[src/rtl/gpu_apb_master.sv]
// APB write initiator for the GPU slave port: host commands queue in a FIFO and replay as APB writes.
// Optional GPU_APB_MASTER_PREADY_EN adds pReady_i wait-state support in ACCESS.
module gpu_apb_master #(
  parameter int DEPTH  = 8,
  parameter int ADDR_W = 32,
  parameter int DATA_W = 32
) (
  input  logic                       clk,
  input  logic                       n_rst,
  input  logic                       cmd_valid_i,
  input  logic [ADDR_W-1:0]          cmd_addr_i,
  input  logic [DATA_W-1:0]          cmd_data_i,
`ifdef GPU_APB_MASTER_PREADY_EN
  input  logic                       pReady_i,
`endif
  output logic                       cmd_ready_o,
  output logic [ADDR_W-1:0]          pAddr_o,
  output logic [DATA_W-1:0]          pDataWrite_o,
  output logic                       pSel_o,
  output logic                       pEnable_o,
  output logic                       pWrite_o,
  output logic [$clog2(DEPTH):0]     fifo_count_o,
  output logic                       busy_o
);
  localparam int PW = $clog2(DEPTH);
  localparam int CW = PW + 1;

  typedef enum logic [1:0] {IDLE, SETUP, ACCESS} state_t;

  state_t            r_state;
  logic [ADDR_W-1:0] r_addr_mem [DEPTH];
  logic [DATA_W-1:0] r_data_mem [DEPTH];
  logic [PW-1:0]     r_wptr, r_rptr;
  logic [CW-1:0]     r_count;

  logic w_full, w_push, w_pop, w_done;

`ifdef GPU_APB_MASTER_PREADY_EN
  assign w_done = pReady_i;
`else
  assign w_done = 1'b1;
`endif

  // full comes from the registered count only, so ready never depends on valid
  assign w_full  = (r_count == CW'(DEPTH));
  assign w_push  = cmd_valid_i && !w_full;
  assign w_pop   = (r_count != '0) &&
                   ((r_state == IDLE) || ((r_state == ACCESS) && w_done));

  assign cmd_ready_o  = !w_full;
  assign fifo_count_o = r_count;
  assign busy_o       = (r_state != IDLE) || (r_count != '0);

  always_ff @(posedge clk) begin
    if (w_push) begin
      r_addr_mem[r_wptr] <= cmd_addr_i;
      r_data_mem[r_wptr] <= cmd_data_i;
    end
  end

  always_ff @(posedge clk or negedge n_rst) begin
    if (!n_rst) begin
      r_wptr  <= '0;
      r_rptr  <= '0;
      r_count <= '0;
    end else begin
      if (w_push) r_wptr <= r_wptr + PW'(1);
      if (w_pop)  r_rptr <= r_rptr + PW'(1);
      case ({w_push, w_pop})
        2'b10:   r_count <= r_count + CW'(1);
        2'b01:   r_count <= r_count - CW'(1);
        default: r_count <= r_count;
      endcase
    end
  end

  always_ff @(posedge clk or negedge n_rst) begin
    if (!n_rst) begin
      r_state      <= IDLE;
      pAddr_o      <= '0;
      pDataWrite_o <= '0;
      pSel_o       <= 1'b0;
      pEnable_o    <= 1'b0;
      pWrite_o     <= 1'b0;
    end else begin
      case (r_state)
        IDLE: begin
          if (w_pop) begin
            pAddr_o      <= r_addr_mem[r_rptr];
            pDataWrite_o <= r_data_mem[r_rptr];
            pSel_o       <= 1'b1;
            pEnable_o    <= 1'b0;
            pWrite_o     <= 1'b1;
            r_state      <= SETUP;
          end
        end
        SETUP: begin
          pEnable_o <= 1'b1;
          r_state   <= ACCESS;
        end
        ACCESS: begin
          // back-to-back transfers skip IDLE and keep pSel_o asserted
          if (w_done) begin
            if (w_pop) begin
              pAddr_o      <= r_addr_mem[r_rptr];
              pDataWrite_o <= r_data_mem[r_rptr];
              pEnable_o    <= 1'b0;
              r_state      <= SETUP;
            end else begin
              pSel_o    <= 1'b0;
              pEnable_o <= 1'b0;
              pWrite_o  <= 1'b0;
              r_state   <= IDLE;
            end
          end
        end
        default: r_state <= IDLE;
      endcase
    end
  end
endmodule

[config.mk]
export PLATFORM = sky130hd
export DESIGN_NAME = gpu_apb_master
export DESIGN_NICKNAME = d
export VERILOG_FILES = /design/src/rtl/gpu_apb_master.sv
export SDC_FILE = /design/constraint.sdc
export NUM_CORES = 1
export LEC_CHECK = 0
export ABC_CLOCK_PERIOD_IN_PS = 7100
export CORE_ASPECT_RATIO = 0.6
export CORE_MARGIN = 2
export CORE_UTILIZATION = 30
export DETAILED_ROUTE_END_ITERATION = 10
export DONT_BUFFER_PORTS = 1
export PLACE_DENSITY = 0.43
export SYNTH_ARGS = -nofsm -noshare
export SYNTH_HDL_FRONTEND = slang
export SYNTH_SLANG_ARGS = --single-unit
[constraint.sdc]
create_clock -name clk -period 7.1 [get_ports clk]
set_input_delay 0.71 -clock clk [delete_from_list [all_inputs] [get_ports clk]]
set_output_delay 0.71 -clock clk [all_outputs]
set_load 0.01 [all_outputs]
==> results.sh <==
export IMPL_fill_cells=7008
export IMPL_routed_wl_um=55600
export IMPL_grt_pass1_vias=11364
export IMPL_tritoncts="built"
export IMPL_rsz0062_at_grt="false"
export IMPL_track_usage_pct=14.4
export IMPL_peakVddDrop_mv=0.280
export IMPL_mostFrequentLayoutCells="edfxtp_1, mux2i_1, nand2_1, a22oi_1, dfrtp_1"
export IMPL_drc=0
export IMPL_die_w_um=357
export IMPL_whs_ps=39.9
export IMPL_cp_required_ps=7590
export IMPL_power_density_nw_per_um2=435
export IMPL_leakage_uw=0.00914
export IMPL_final_hold_viol_count=0
export IMPL_clk_latency_ps=620
export IMPL_core_area_um2=73800
export IMPL_area_growth_pct=14.1
export IMPL_clockBufferDepth=3
export IMPL_yosysSeqAreaShare_pct=77.3
export IMPL_maxCapViolations=0
export IMPL_syn_nets=1372
export IMPL_yosysTopAreaCell="edfxtp_1"
export IMPL_drv_slew=0
export IMPL_drt_first_iter_violations=793
export IMPL_clk_pin_slew_ps=60
export IMPL_status="complete, no violations"
export IMPL_fmax_mhz=263
export IMPL_tns_ps=0
export IMPL_syn_inst=1300
export IMPL_synth_area_per_cell_um2=17.2
export IMPL_finalSetupViolations=0
export IMPL_antenna_found_initial=0
export IMPL_min_period_ps=3800
export IMPL_fin_crit_sh_pct=53.6
export IMPL_drtAntennaViolNets=0
export IMPL_fin_nets=1382
export IMPL_port_buffers=0
export IMPL_dp_hpwl_um=28100
export IMPL_cts_root_buf="clkbuf_16"
export IMPL_crit_fanout=29
export IMPL_routed_via_density=4.76
export IMPL_grt_max_degree=119
export IMPL_post_drt_wl_per_cell_um=23.7
export IMPL_fin_skew_ps=17.8
export IMPL_htreeDepth=2
export IMPL_gp_congestion=0.684
export IMPL_cts_setup_buffers=0
export IMPL_rows=77
export IMPL_relSlewSlack_pct=25.0
export IMPL_firstDrtPassIters=5
export IMPL_tightest_slew_ps=1120
export IMPL_synth_seq_cells=590
export IMPL_numCtsBuffers=59
export IMPL_overflow=0
export IMPL_criticalPathCategory="reg2reg"
export IMPL_synth_distinct_cells=32
export IMPL_cp_start_kind="flop"
export IMPL_dieArea_um2=77000
export IMPL_diodes=0
export IMPL_critPathCaptureType="flop"
export IMPL_grt_first_pass_wirelength_um=80900
export IMPL_start_util_pct=30.4
export IMPL_netlist_area_um2=22400
export IMPL_io_pins=140
export IMPL_dieHeight_um=216
export IMPL_dr_total_vias=11164
export IMPL_cts_sinks=590
export IMPL_synth_top_cell_area_share_pct=68.6
export IMPL_crit_arrival_ps=4300
export IMPL_layout_drive_gt1_share_pct=9.41
export IMPL_hold_class="in2async"
export IMPL_synthTopCellsByArea="edfxtp_1, mux2i_1, dfrtp_1, a22oi_1, nand2_1"
export IMPL_yosys_warnings=0
export IMPL_final_common_cell="edfxtp_1"
## cell type report
| cell class | count | area [um^2] | share of cell area, % |
|---|---|---|---|
| inverter | 2 | 8.76 | 0.0342 |
| sequential | 590 | 17300 | 67.8 |
| timing repair buffer | 21 | 203 | 0.793 |
| clock buffer | 77 | 1620 | 6.32 |
| clock inverter | 34 | 370 | 1.45 |
| multi-input combinational | 636 | 4810 | 18.8 |
| tap | 987 | 1230 | 4.83 |
## final timing paths
check                           startpoint          endpoint  slack [ps]  cells past startpoint
setup reg to reg           fifo_count_o[1]   fifo_count_o[2]        3300                     10
min in group clk             cmd_addr_i[9]  r_addr_mem[6][9]         180                      0
hold reg to reg                 r_state[1]        r_state[1]         510                      1
hold / removal                       n_rst       pAddr_o[31]          40                      1
setup / recovery           fifo_count_o[1]   fifo_count_o[2]        3300                     10
max in group asynchronous            n_rst         r_rptr[0]        6600                      1
## registers in the layout, indices dropped and copies added, names as in the netlist
| name | count |
|---|---|
| r_state | 2 |
| r_rptr | 3 |
| pAddr_o | 32 |
| fifo_count_o | 4 |
| r_data_mem | 256 |
| r_addr_mem | 256 |
| pWrite_o | 1 |
| pEnable_o | 1 |
| pDataWrite_o | 32 |
| r_wptr | 3 |
## critical path, cell delays in order, from the launching register on
cell and delay, ps:
dfrtp_1 490, or4_4 620, nand2b_4 370, clkinv_2 690, ha_1 550, xor2_1 180
ha_1 190, a21oi_1 170, xor2_1 200, nor2_1 70, xor2_1 140
## timing repair
action | CTS | global route
resized for setup | 0 | 0
hold buffers | 1 | 0
hold endpoints to repair | 78 | 0
## Yosys cell counts
master / number
edfxtp_1: 512
mux2i_1: 256
nand2_1: 136
a22oi_1: 128
dfrtp_1: 78
nand3_1: 67
buf_2: 32
clkbuf_1: 31
nor2_1: 10
buf_4: 5
ha_1: 5
nand2b_1: 5
xnor2_1: 5
buf_6: 4
nor2b_1: 3
nor3_1: 3
xor2_1: 3
a21oi_1: 2
mux2_2: 2
a2111oi_0: 1
a22o_1: 1
and2_1: 1
inv_1: 1
inv_2: 1
nand3b_1: 1
nor4_1: 1
nor4b_1: 1
o21ai_0: 1
or2_2: 1
or3_1: 1
or4_4: 1
or4b_2: 1
## power breakdown
group          switching, uW  total, uW  internal, uW  leakage [uW]
sequential               484       4970          4490       0.00557
combinational           1940       2960          1020       0.00259
clock                   1310       3200          1890      0.000980
## metrics by stage
stage          instance area [um^2]  worst slack (ps)  total power, uW  std cells  util [%]
2_1_floorplan                 22400              1020             7040       1300         -
3_3_place_gp                  23600              3330             8050       2235      31.9
3_5_place_dp                  23600              3260             8100       2235      31.9
4_1_cts                       25600              3250            11300       2347      34.7
5_1_grt                       25600              3070            11800       2347      34.7
6_report                      25600              3300            11100       2347      34.7
## layer usage
| layer | track usage [%] | vias to the layer above | part of all wire (%) |
|---|---|---|---|
| li1 | - | 5073 | - |
| met5 | 0 | - | 0 |
| met4 | 3.12 | 0 | 1.5 |
| met1 | 20.9 | 5807 | 48 |
| met2 | 21.3 | 221 | 44 |
| met3 | 4.20 | 63 | 6.7 |
## logic make-up after synthesis
group	share of synthesized area [%]
flops	77.3
mux	11.5
simple gates	4.51
compound gates	4.43
buf+inv	1.64
xor+xnor	0.313
fa+ha+maj	0.279
Power figures use the tool's default switching activity.
